**src/rtl/recon_bitstream_reader_pkg.sv**
```systemverilog
// Shared recon definitions: AXI constants, reader FSM states and the beat-size helper.
package recon_bitstream_reader_pkg;

    localparam logic [1:0] BURST_INCR      = 2'b01;
    localparam logic [1:0] RESP_OKAY       = 2'b00;
    localparam logic [3:0] ARCACHE_DEFAULT = 4'b0011;
    localparam logic [2:0] ARPROT_DEFAULT  = 3'b010;

    typedef enum logic [1:0] {
        ST_IDLE,
        ST_ADDR,
        ST_DATA,
        ST_STATUS
    } state_t;

    function automatic int unsigned bytes_log2(input int unsigned bytes);
        return $clog2(bytes);
    endfunction

endpackage

```
**src/rtl/recon_bitstream_reader_burst_calc.sv**
```systemverilog
// Burst length for the next AR: min of beats remaining, MAX_BURST_LEN and beats left in the 4 KB page.
module recon_burst_calc
    import recon_bitstream_reader_pkg::*;
#(
    parameter int LEN_WIDTH     = 20,
    parameter int BYTES_LOG2    = 6,
    parameter int MAX_BURST_LEN = 16
) (
    input  logic [LEN_WIDTH-1:0] beats_rem,
    input  logic [11:0]          addr_low,
    output logic [8:0]           burst_beats
);

    localparam int CW = (LEN_WIDTH > 13) ? LEN_WIDTH : 13;
    localparam logic [CW-1:0] MAX_W = CW'(MAX_BURST_LEN);

    logic [12:0]   page_bytes;
    logic [CW-1:0] rem_w;
    logic [CW-1:0] page_w;

    assign page_bytes = 13'd4096 - {1'b0, addr_low};
    assign page_w     = CW'(page_bytes >> BYTES_LOG2);
    assign rem_w      = CW'(beats_rem);

    // Whichever term wins is at most MAX_BURST_LEN (<= 256), so 9 bits always hold it.
    always_comb begin
        burst_beats = '0;
        if ((rem_w <= MAX_W) && (rem_w <= page_w)) begin
            burst_beats = rem_w[8:0];
        end else if (MAX_W <= page_w) begin
            burst_beats = MAX_W[8:0];
        end else begin
            burst_beats = page_w[8:0];
        end
    end

endmodule

```
**src/rtl/recon_bitstream_reader.sv**
```systemverilog
// Descriptor-driven AXI4 memory reader emitting a framed AXI-Stream, one burst in flight at a time.
module recon_bitstream_reader
    import recon_bitstream_reader_pkg::*;
#(
    parameter int DATA_WIDTH    = 512,
    parameter int KEEP_WIDTH    = DATA_WIDTH / 8,
    parameter int ADDR_WIDTH    = 34,
    parameter int ID_WIDTH      = 8,
    parameter int LEN_WIDTH     = 20,
    parameter int TAG_WIDTH     = 8,
    parameter int MAX_BURST_LEN = 16
) (
    input  logic                  s_axis_clk,
    input  logic                  rst,

    input  logic [ADDR_WIDTH-1:0] s_axis_read_desc_addr,
    input  logic [LEN_WIDTH-1:0]  s_axis_read_desc_len,
    input  logic [TAG_WIDTH-1:0]  s_axis_read_desc_tag,
    input  logic                  s_axis_read_desc_valid,
    output logic                  s_axis_read_desc_ready,

    output logic [TAG_WIDTH-1:0]  m_axis_read_desc_status_tag,
    output logic                  m_axis_read_desc_status_error,
    output logic                  m_axis_read_desc_status_valid,

    output logic [ID_WIDTH-1:0]   m_axi_arid,
    output logic [ADDR_WIDTH-1:0] m_axi_araddr,
    output logic [7:0]            m_axi_arlen,
    output logic [2:0]            m_axi_arsize,
    output logic [1:0]            m_axi_arburst,
    output logic                  m_axi_arlock,
    output logic [3:0]            m_axi_arcache,
    output logic [2:0]            m_axi_arprot,
    output logic                  m_axi_arvalid,
    input  logic                  m_axi_arready,

    input  logic [ID_WIDTH-1:0]   m_axi_rid,
    input  logic [DATA_WIDTH-1:0] m_axi_rdata,
    input  logic [1:0]            m_axi_rresp,
    input  logic                  m_axi_rlast,
    input  logic                  m_axi_rvalid,
    output logic                  m_axi_rready,

    output logic [DATA_WIDTH-1:0] m_axis_tdata,
    output logic [KEEP_WIDTH-1:0] m_axis_tkeep,
    output logic                  m_axis_tlast,
    output logic                  m_axis_tvalid,
    input  logic                  m_axis_tready,
    output logic [TAG_WIDTH-1:0]  m_axis_tid
);

    localparam int B_LOG2 = bytes_log2(KEEP_WIDTH);

    state_t                 state;
    state_t                 state_next;
    logic [ADDR_WIDTH-1:0]  addr_q;
    logic [LEN_WIDTH-1:0]   beats_rem;
    logic [B_LOG2-1:0]      len_rem;
    logic [TAG_WIDTH-1:0]   tag_q;
    logic                   err_q;
    logic [8:0]             burst_beats;
    logic                   desc_hs;
    logic                   ar_hs;
    logic                   beat_hs;
    logic                   final_beat;
    logic [LEN_WIDTH-1:0]   desc_beats;
    logic [KEEP_WIDTH-1:0]  keep_last;
    logic                   unused_rid;

    recon_burst_calc #(
        .LEN_WIDTH     (LEN_WIDTH),
        .BYTES_LOG2    (B_LOG2),
        .MAX_BURST_LEN (MAX_BURST_LEN)
    ) u_burst_calc (
        .beats_rem   (beats_rem),
        .addr_low    (addr_q[11:0]),
        .burst_beats (burst_beats)
    );

    // rid is not checked: only one burst is ever outstanding.
    assign unused_rid = ^m_axi_rid;

    assign desc_hs    = s_axis_read_desc_valid && s_axis_read_desc_ready;
    assign ar_hs      = m_axi_arvalid && m_axi_arready;
    assign beat_hs    = (state == ST_DATA) && m_axi_rvalid && m_axis_tready;
    assign final_beat = (beats_rem == '0) && m_axi_rlast;
    assign desc_beats = (s_axis_read_desc_len >> B_LOG2)
                      + LEN_WIDTH'(|s_axis_read_desc_len[B_LOG2-1:0]);
    assign keep_last  = (len_rem == '0) ? '1
                      : ((KEEP_WIDTH'(1) << len_rem) - KEEP_WIDTH'(1));

    assign m_axi_arid    = '0;
    assign m_axi_araddr  = addr_q;
    assign m_axi_arsize  = 3'(B_LOG2);
    assign m_axi_arburst = BURST_INCR;
    assign m_axi_arlock  = 1'b0;
    assign m_axi_arcache = ARCACHE_DEFAULT;
    assign m_axi_arprot  = ARPROT_DEFAULT;
    assign m_axis_tid    = tag_q;
    assign m_axis_read_desc_status_tag = tag_q;

    always_ff @(posedge s_axis_clk) begin
        if (rst) begin
            state <= ST_IDLE;
        end else begin
            state <= state_next;
        end
    end

    always_ff @(posedge s_axis_clk) begin
        if (rst) begin
            addr_q    <= '0;
            beats_rem <= '0;
            len_rem   <= '0;
            tag_q     <= '0;
            err_q     <= 1'b0;
        end else begin
            case (state)
                ST_IDLE: begin
                    if (desc_hs) begin
                        addr_q    <= s_axis_read_desc_addr;
                        beats_rem <= desc_beats;
                        len_rem   <= s_axis_read_desc_len[B_LOG2-1:0];
                        tag_q     <= s_axis_read_desc_tag;
                        err_q     <= (s_axis_read_desc_len == '0);
                    end
                end
                ST_ADDR: begin
                    if (ar_hs) begin
                        addr_q    <= addr_q + (ADDR_WIDTH'(burst_beats) << B_LOG2);
                        beats_rem <= beats_rem - LEN_WIDTH'(burst_beats);
                    end
                end
                ST_DATA: begin
                    if (beat_hs && (m_axi_rresp != RESP_OKAY)) begin
                        err_q <= 1'b1;
                    end
                end
                ST_STATUS: err_q <= 1'b0;
                default: ;
            endcase
        end
    end

    // beats_rem already excludes the burst in flight, so zero means this burst ends the descriptor.
    always_comb begin
        state_next                    = state;
        s_axis_read_desc_ready        = 1'b0;
        m_axi_arvalid                 = 1'b0;
        m_axi_arlen                   = '0;
        m_axi_rready                  = 1'b0;
        m_axis_tvalid                 = 1'b0;
        m_axis_tdata                  = '0;
        m_axis_tkeep                  = '0;
        m_axis_tlast                  = 1'b0;
        m_axis_read_desc_status_valid = 1'b0;
        m_axis_read_desc_status_error = 1'b0;
        case (state)
            ST_IDLE: begin
                s_axis_read_desc_ready = !rst;
                if (s_axis_read_desc_valid && !rst) begin
                    state_next = (s_axis_read_desc_len == '0) ? ST_STATUS : ST_ADDR;
                end
            end
            ST_ADDR: begin
                m_axi_arvalid = 1'b1;
                m_axi_arlen   = 8'(burst_beats - 9'd1);
                if (m_axi_arready) begin
                    state_next = ST_DATA;
                end
            end
            ST_DATA: begin
                m_axis_tvalid = m_axi_rvalid;
                m_axi_rready  = m_axis_tready;
                m_axis_tdata  = m_axi_rdata;
                m_axis_tlast  = final_beat;
                m_axis_tkeep  = final_beat ? keep_last : '1;
                if (beat_hs && m_axi_rlast) begin
                    state_next = (beats_rem == '0) ? ST_STATUS : ST_ADDR;
                end
            end
            ST_STATUS: begin
                m_axis_read_desc_status_valid = 1'b1;
                m_axis_read_desc_status_error = err_q;
                state_next                    = ST_IDLE;
            end
            default: state_next = ST_IDLE;
        endcase
    end

endmodule

```
**config.mk**
```make
export PLATFORM = sky130hd
export DESIGN_NAME = recon_bitstream_reader
export DESIGN_NICKNAME = d
export VERILOG_FILES = /design/src/rtl/recon_bitstream_reader_pkg.sv /design/src/rtl/recon_bitstream_reader_burst_calc.sv /design/src/rtl/recon_bitstream_reader.sv
export SDC_FILE = /design/constraint.sdc
export NUM_CORES = 1
export LEC_CHECK = 0
export ABC_AREA = 1
export BUFFER_PORTS_ARGS = -buffer_cell sky130_fd_sc_hd__buf_2
export CAP_MARGIN = 25
export CORE_AREA = 2 2 488 490
export DETAILED_ROUTE_END_ITERATION = 7
export DIE_AREA = 0 0 490 492
export SYNTH_ARGS = -nofsm -noshare
export SYNTH_HDL_FRONTEND = slang
export SYNTH_SLANG_ARGS = --single-unit
```
**constraint.sdc**
```tcl
create_clock -name s_axis_clk -period 3.95 [get_ports s_axis_clk]
set_input_delay 0.1975 -clock s_axis_clk [delete_from_list [all_inputs] [get_ports s_axis_clk]]
set_output_delay 0.1975 -clock s_axis_clk [all_outputs]
set_load 0.02 [all_outputs]
```
# After elaboration in Yosys (flattened, before gate mapping)
# Index checks and enable logic that the tools add are counted.
totals:
  elab_cells: 76
  out_inout_bits: 662
  latchBits: 0
  register_bits: 71
  ram_bits: 0
  inputBits: 591
  rom_bits: 0
  memories: 0
op_classes:
  n_eq_ne: 9
  multipliers: 0
  div: 0
  magnitude_cmp: 3
  n_addsub: 6
  shifts: 1
  mux: 29
  n_reduce_logical: 22
  bitwise_logic: 0
op_table:
  columns: ["op", "count"]
  rows:
  - ["512-bit two-way mux", 1]
  - ["64-bit two-way mux", 3]
  - ["34-bit two-way mux", 2]
  - ["34-bit one-hot mux with 2 select lines", 1]
  - ["1-bit by 6-bit left shift with 64-bit output (first input constant)", 1]
  - ["64-bit by 1-bit subtractor with 64-bit output (second input constant)", 1]
  - ["20-bit zero test", 2]
  - ["20-bit two-way mux", 2]
  - ["20-bit one-hot mux with 2 select lines", 1]
  - ["34-bit by 15-bit adder with 34-bit output", 1]
  - ["20-bit by 5-bit <= comparator with 1-bit output (second input constant)", 1]
  - ["20-bit by 7-bit <= comparator with 1-bit output", 1]
  - ["20-bit by 9-bit subtractor with 20-bit output", 1]
  - ["14-bit by 1-bit adder with 15-bit output", 1]
  - ["13-bit by 12-bit subtractor with 13-bit output (first input constant)", 1]
  - ["2-bit two-way mux", 5]
  - ["1-bit logical AND", 9]
  - ["1-bit two-way mux", 9]
  - ["9-bit two-way mux", 1]
  - ["3-bit AND reduction", 3]
  - ["8-bit two-way mux", 1]
  - ["2-bit inequality test (second input constant)", 4]
  - ["2-bit one-hot mux with 4 select lines", 1]
  - ["8-bit by 1-bit subtractor with 8-bit output (second input constant)", 1]
  - ["other kinds (13)", 16]

# Depth between registers and ports, before layout
# Gate-level depths: netlist of the first run.
depth:
  ltp_word: 7
  ltp_mapped: 31
  depth_no_buf: 31

# By module
# From an unflattened synthesis of the first run, not the netlist that was laid out.
hier_totals:
  hier_cells: 2667
  hier_area_um2: 13080.0
by_module_without_submodules:
  columns: ["mod", "area_per_inst_um2", "cells_per_inst", "seq_area_each_um2", "instances"]
  rows:
  - ["recon_bitstream_reader", 12509.5, 2552, 1421.4, 1]
  - ["recon_burst_calc", 570.5, 115, 0.0, 1]

# Worst setup path after synthesis of the first run
# OpenSTA, ideal clock, no wires.
synth_timing:
  kind: "reg-to-reg"
  from: "register addr_q[5] (netlist: m_axi_araddr[5])"
  to: "register addr_q[28] (netlist: m_axi_araddr[28])"
  path_stages_with_launch: 29
  required_time_ns: 3.880
  arrival_time_ns: 3.872
  n_path_buf: 0
  synth_period_minus_slack_ns: 3.942
  setup_time_ns: 0.070
  slack_ns: 0.008
  cell_sequence: "dfxtp_1 -> inv_1 -> nand4_1 -> nor2_1 -> nand2_1 -> nor2_1 -> inv_1 -> nand2_1 -> nand2_1 -> ha_1 -> nand2_1 -> nor3_1 -> nor2_1 -> nor2_2 -> nand2_2 -> o21ai_0 -> inv_1 -> ha_1 -> fa_1 -> nand3_1 -> nand2_1 -> a21oi_1 -> inv_1 -> nand2_1 -> o21ai_0 -> or2_2 -> nand3_1 -> nand2_1 -> a21oi_1"
synth_via:
  elab_chain_cells: 7
  elab_cells_between_ends: 9
  cone_classes: "add/sub: 2; order compare: 2; mux: 4; reduce/logical: 1"
synth_rtl:
  columns: ["item", "line_no", "rtl"]
  rows:
  - ["from (decl)", "recon_bitstream_reader.sv:56", "logic [ADDR_WIDTH-1:0] addr_q;"]
  - ["from (signal assigned)", "recon_bitstream_reader.sv:121", "addr_q <= s_axis_read_desc_addr;"]
  - ["from (signal assigned)", "recon_bitstream_reader.sv:130", "addr_q <= addr_q + (ADDR_WIDTH'(burst_beats) << B_LOG2);"]
  - ["13-bit by 12-bit subtractor with 13-bit output", "recon_bitstream_reader_burst_calc.sv:21", "assign page_bytes = 13'd4096 - {1'b0, addr_low};"]
  - ["20-bit by 7-bit <= comparator with 1-bit output / 5-bit by 7-bit <= comparator with 1-bit output (equally long branches)", "recon_bitstream_reader_burst_calc.sv:28, recon_bitstream_reader_burst_calc.sv:30", null]
  - ["1-bit logical AND / 7-bit two-way mux (equally long branches)", "recon_bitstream_reader_burst_calc.sv:28, recon_bitstream_reader_burst_calc.sv:30", null]
  - ["9-bit two-way mux", "recon_bitstream_reader_burst_calc.sv:28", "if ((rem_w <= MAX_W) && (rem_w <= page_w)) begin"]
  - ["34-bit by 15-bit adder with 34-bit output *", "recon_bitstream_reader.sv:130", null]
  - ["34-bit two-way mux *", "recon_bitstream_reader.sv:129", "if (ar_hs) begin"]
  - ["34-bit one-hot mux with 2 select lines *", "recon_bitstream_reader.sv:118", "case (state)"]
# Mark *: on every way between the ends. The rest lies on a longest branch, timed or not. The select of a mux whose other input is x is not followed.
# A chain may end at the register's enable or synchronous reset.

# Worst setup path in the final report of the first run
layout_timing:
  from: "register addr_q[3] (netlist: m_axi_araddr[3])"
  to: "register addr_q[32] (netlist: m_axi_araddr[32])"
# The elaborated chain is that of the path after synthesis.

==> flow_summary.json, run 1 <==
{
  "antenna_found_initial": 274,
  "seqCellArea_um2": 1430,
  "synth_area_leader_cell": "nor2_1",
  "min_period_ps": 3950,
  "synth.most_common_cell": "nor2_1",
  "finalWeightedCongestion": 0.999,
  "grt_max_degree": 92,
  "nFillCells": 28400,
  "yosysWarningCount": 0,
  "critPathMaxStageDelay_ps": 400,
  "async_flop_share_pct": 0,
  "finalSetupViolCount": 0,
  "clkTransAtPathRegs_ps": 80,
  "worstPathRequired_ps": 4200,
  "cp.arrival_ps": 4200,
  "numCtsBuffers": 9,
  "synth_top_area_share_pct": 22.5,
  "slowest_stage": "fa_2",
  "cp_max_fo": 4,
  "ys_top_cells_by_count": "nor2_1 (766), inv_1 (662), nand2_1 (347)",
  "rsz0062_at_grt": "true",
  "clockBufferDepth": 2,
  "status": "finished clean",
  "fmax_mhz": 253,
  "rows": 179,
  "synthesis.area_um2": 12800,
  "synthTopCellsByArea": "nor2_1 (22%), inv_1 (19%), dfxtp_1 (11%)",
  "tightest_slew_ps": 872,
  "final_nets": 4493,
  "grt_pass1_vias": 21300,
  "critPathCaptureType": "register",
  "busiest_layer": "met2",
  "cpMostUsedCell": "nand2_4",
  "cts_tree": "built",
  "area_delta_synth_final_pct": 93.6,
  "dp.cells": 7004,
  "irDropWorstVdd_mv": 0.382,
  "max_slew_margin_pct": 41.6,
  "hold_viol_final": 0,
  "cellLeakagePower_nw": 15.0,
  "ys_seq_elements": 71,
  "fin_crit_sh_pct": 99.9,
  "setup_tns_ps": 0,
  "layout.cells.non_filler": 7203,
  "grt_remaining_overflow": 0,
  "synth-edff-count": 0,
  "wl_per_cell_um": 33.6,
  "postRouteAntennaNets": 0,
  "hold_buffers": 0,
  "syn_avg_cell_area_um2": 4.87,
  "ys.flop_type": "dfxtp_1",
  "startpoint_type": "register",
  "die_height_um": 492,
  "multi_input_area_um2": 8840,
  "dp_hpwl_um": 227000,
  "globalRouteMet2Util_pct": 32.8,
  "gr-usage-all-layers_pct": 19.0,
  "die_w_um": 490,
  "grtUsageMet3_pct": 12.0,
  "port_buffers": 1223,
  "worst-setup-path-type": "register to register",
  "io_pins": 1253,
  "pwr_density_cell_nw_per_um2": 703,
  "synthDistinctLibCells": 49,
  "ys_seq_area_share_pct": 11.1,
  "viasPerCell": 3.29,
  "hold_ws_ps": 63.5,
  "finClkSkew_ps": 19.8,
  "fp.dieArea_um2": 241000,
  "clock_latency_ps": 380,
  "drtPass1Iterations": 8,
  "drc": 0,
  "cts_sinks": 71,
  "synth_cells": 2626,
  "grt_pass1_wl_um": 283000,
  "final_core_util_pct": 10.5,
  "root_buffer": "clkbuf_16",
  "layout-drive-gt1-share_pct": 41.0,
  "drt_iter0_markers": 2356,
  "drt-total-wl_um": 242000,
  "grtUsageMet1_pct": 17.5,
  "vias": 23700,
  "min_path_type": "input port to register",
  "slew_viol_final": 0,
  "drv_cap": 0,
  "initial_utilization_pct": 5.41,
  "coreArea_um2": 236000,
  "cts_max_level": 3
}
## layout make-up
cell class              instances  area share [%]
repair buffers               1363            29.4
clock inverters                 7           0.258
clock buffers                   9           0.910
flip-flops and latches         71            5.76
inverters                     678            10.3
multi-input cells            1750            35.7
well taps                    3167            16.0
diodes                        158            1.60
## repair_timing
item                       in CTS  in global routing
gates resized for setup        20                173
setup endpoints to repair      33                 42
pin swaps                       2                 80
cloned                          0                  0
setup buffers                   1                 24
## state kept, by name, summed over array words and instances (netlist names)
register,flops
m_axi_araddr,34
state,2
beats_rem,20
err_q,1
len_rem,6
m_axis_read_desc_status_tag,8
## worst max-delay path: cells and delay by family, from the launching register on
kind,cells,cell delay [ps]
and+or+nand+nor,19,1810
adders and majority gates,3,840
AOI/OAI and AO/OA,4,510
DFF,1,330
buffers and inverters,4,340
## worst paths after layout
path                      startpoint                              to  slack (ps)  cells after the start
max                  m_axi_araddr[3]                m_axi_araddr[32]           4                     30
min          s_axis_read_desc_tag[6]  m_axis_read_desc_status_tag[6]          60                      2
max reg2reg          m_axi_araddr[3]                m_axi_araddr[32]           4                     30
min reg2reg            beats_rem[16]                   beats_rem[16]         490                      1
## through the flow
step,setup WS (ps),total power [mW],area (um^2)
after global routing,-240,18.5,24700
after floorplan,7.54,8.08,12900
after CTS,9.95,16.2,23500
after global placement,-366,15.2,23100
after detailed placement,-292,15.1,23100
final,4.38,17.4,24700
## where the power goes
part           leakage [nW]  switching, mW  total [mW]  internal (mW)
Combinational          14.2           10.7        15.1           4.31
Clock                 0.138          0.440       0.883          0.443
Sequential            0.585          0.451        1.44          0.991
## logic make-up after synthesis
group,count (synthesis),share of synthesized area [%]
and+or+nand+nor,1428,47.9
xor gates and xnor gates,20,1.37
other,2,0.0588
DFF,71,11.1
buffers and inverters,830,25.8
AOI/OAI and AO/OA,246,10.7
adders and majority gates,29,2.96
## cells in the final DEF (no fill, tap or decap), types with 15 or more instances in the layout
cell type | synthesis | final
buf_2 | 27 | 1220
a31oi_1 | 16 | 16
dfxtp_1 | 71 | 68
nand3_2 | 10 | 28
nor2_1 | 766 | 756
buf_4 | 32 | 129
a21oi_1 | 111 | 95
nand2_1 | 347 | 310
nor2_2 | 13 | 20
diode_2 | 0 | 158
nand4_1 | 74 | 74
conb_1 | 2 | 27
nand2_2 | 13 | 35
nand2_4 | 0 | 15
inv_2 | 14 | 26
nand3_1 | 128 | 108
nor3_1 | 28 | 23
inv_1 | 662 | 648
o21ai_0 | 69 | 56
xor2_1 | 17 | 16
## layer usage
layer / part of all wire [%] / routed length (um) / vias to the layer above
met1: 31 / 75700 / 10800
met5: 0.35 / 847 / -
met2: 48 / 117000 / 1730
li1: - / - / 10500
met3: 14 / 34800 / 565
met4: 5.7 / 13900 / 120
Power figures use the tool's default switching activity.
==> run 2, diff against run 1 <==
--- a/config.mk
+++ b/config.mk
@@ -5,9 +5,7 @@
 export SDC_FILE = /design/constraint.sdc
 export NUM_CORES = 1
 export LEC_CHECK = 0
-export ABC_AREA = 1
 export BUFFER_PORTS_ARGS = -buffer_cell sky130_fd_sc_hd__buf_2
-export CAP_MARGIN = 25
 export CORE_AREA = 2 2 488 490
 export DETAILED_ROUTE_END_ITERATION = 7
 export DIE_AREA = 0 0 490 492
==> flow_summary.json, run 2 <==
{
  "fp.dieArea_um2": 241000,
  "ff2ff_path_depth": 21,
  "hold_start": "s_axis_read_desc_tag[6]",
  "cts_max_level": 3,
  "hold_viol_final": 0,
  "worst-setup-path-type": "register to register",
  "finalWeightedCongestion": 0.934,
  "vias": 19700,
  "pre_cts_ws_ps": -1230,
  "synth.most_common_cell": "and3_1",
  "drc": 0,
  "design_area_um2": 22100,
  "syn_avg_cell_area_um2": 6.54,
  "synthDistinctLibCells": 80,
  "cp.arrival_ps": 5210,
  "cp_max_fo": 7,
  "synthTopCellsByArea": "and3_1 (32%), dfxtp_1 (14%), clkbuf_1 (5.9%)",
  "worstPathRequired_ps": 4200,
  "layout-drive-gt1-share_pct": 54.0,
  "r2r_end": "m_axi_araddr[19]",
  "slew_viol_final": 0,
  "ys_seq_elements": 71,
  "max_slew_margin_pct": 36.9,
  "critPathCaptureType": "register",
  "die_height_um": 492,
  "synthesis.area_um2": 10400,
  "final_nets": 3387,
  "whs_endpoint": "m_axis_read_desc_status_tag[6]",
  "clockBufferDepth": 2,
  "multi_input_area_um2": 8770,
  "tightest_slew_ps": 946,
  "viasPerCell": 3.26,
  "numCtsBuffers": 9,
  "final_cell_mix": "buf_2 (1216), and3_1 (524), nand2_1 (117)",
  "drt-total-wl_um": 271000,
  "ys_seq_area_share_pct": 13.7,
  "rows": 179,
  "async_flop_share_pct": 0,
  "ys.flop_type": "dfxtp_1",
  "min_period_ps": 4960,
  "postRouteAntennaNets": 0,
  "port_buffers": 1223,
  "drtPass1Iterations": 5,
  "startpoint_type": "register",
  "drt_iter0_markers": 1495,
  "worst_slack_ps": -1010,
  "io_pins": 1253,
  "hold_ws_ps": 13.7,
  "power_mw": 6.06,
  "status": "finished, violations left",
  "placed_area_um2": 20600,
  "rsz0062_at_grt": "true",
  "area_delta_synth_final_pct": 113,
  "gr-usage-all-layers_pct": 21.4,
  "antenna_found_initial": 406,
  "cts_sinks": 71,
  "synth_area_leader_cell": "and3_1",
  "cts_tree": "built",
  "ys_top_cells_by_count": "and3_1 (525), clkbuf_1 (163), nand2_1 (122)",
  "cellLeakagePower_nw": 12.3,
  "rr_startpoint": "m_axi_araddr[0]",
  "clkTransAtPathRegs_ps": 80,
  "clock_latency_ps": 390,
  "dp_hpwl_um": 254000,
  "pwr_density_cell_nw_per_um2": 274,
  "synth-edff-count": 0,
  "coreArea_um2": 236000,
  "yosysWarningCount": 0,
  "irDropWorstVdd_mv": 0.176,
  "finClkSkew_ps": 29.3,
  "layout_commonest_cell": "buf_2",
  "grt_pass1_wl_um": 308000,
  "finalSetupViolCount": 54,
  "grt_remaining_overflow": 0,
  "min_path_type": "input port to register",
  "regToRegSetupSlack_ps": -1010,
  "largest_reg_flops": 34,
  "failed_checks": "negative setup slack",
  "wl_per_cell_um": 44.8,
  "fin_crit_sh_pct": 126,
  "nFillCells": 28000,
  "seqCellArea_um2": 1430,
  "holdPathStages": 3,
  "drv_cap": 0,
  "root_buffer": "clkbuf_16",
  "fmax_mhz": 202,
  "grt_max_degree": 241,
  "synth_cells": 1586,
  "die_w_um": 490,
  "initial_utilization_pct": 4.39,
  "synth_top_area_share_pct": 31.7,
  "grt_pass1_vias": 17400
}
## run 2: per-stage QoR
step | utilization [%] | TNS (ps) | instances
after floorplan | - | -35810 | 1611
after global placement | 8.73 | -43880 | 5892
after detailed placement | 8.73 | -46760 | 5892
after CTS | 9.06 | -39200 | 5922
after global routing | 9.31 | -48750 | 6004
final | 9.35 | -41100 | 6039
## run 2: worst max path at each step
stage	startpoint	end	depth (start not counted)
after floorplan	m_axi_araddr[3]	beats_rem[13]	20
after global routing	m_axi_araddr[0]	m_axi_araddr[33]	20
final	m_axi_araddr[0]	m_axi_araddr[19]	21
after global placement	m_axi_araddr[3]	beats_rem[10]	19
after CTS	m_axi_araddr[0]	m_axi_araddr[27]	18
after detailed placement	m_axi_araddr[3]	beats_rem[10]	19
## run 2: cell families after synthesis
family                     share of synthesized area [%]
muxes                                               1.63
buffers and inverters                               9.57
and+or+nand+nor                                     51.0
adders and majority gates                           3.65
xor gates and xnor gates                            3.55
AOI/OAI and AO/OA                                   16.9
other                                             0.0725
DFF                                                 13.7
## run 2: cell type report
cell class / instances / share of cell area, %
well taps: 3167 / 17.9
multi-input cells: 1313 / 39.7
inverters: 17 / 0.334
clock inverters: 7 / 0.334
diodes: 100 / 1.13
flip-flops and latches: 71 / 6.48
repair buffers: 1355 / 33.1
clock buffers: 9 / 1.02
## run 2: power by group
part           internal (mW)  switching, mW  total (mW)
Combinational           1.42           2.83        4.25
Clock                  0.448          0.451       0.899
Sequential             0.794          0.117       0.911
Total                   2.67           3.40        6.06
## run 2: critical path, cell delays in order (launching register included)
cell      delay [ps]
dfxtp_2          340
nor4_4           310
nand3_2          140
or3_4            370
or3_4            350
ha_4             230
and4b_1          200
and2_1           170
a221o_1          330
a221oi_4         340
buf_12           170
mux2_4           330
ha_4             240
a211oi_2         220
o211ai_1         130
buf_4            160
o21ai_4          210
buf_6            140
buf_6            120
nor2_2            40
a211oi_2         240
nor4_1            60
## run 2: metal layers
metal | share of wire [%] | global-route usage [%] | vias to the layer above
met4 | 5.6 | 8.12 | 132
met1 | 25 | 15.1 | 8779
met5 | 0.34 | 0 | -
li1 | - | - | 8220
met3 | 13 | 13.2 | 834
met2 | 56 | 43.9 | 1735
## run 2: what timing repair did
item,4_1_cts,5_1_grt
pin swaps,47,42
hold buffers,3,0
gates resized for setup,78,74
buffers inserted,12,19
endpoints found under the setup margin,56,56
hold endpoints to repair,3,0
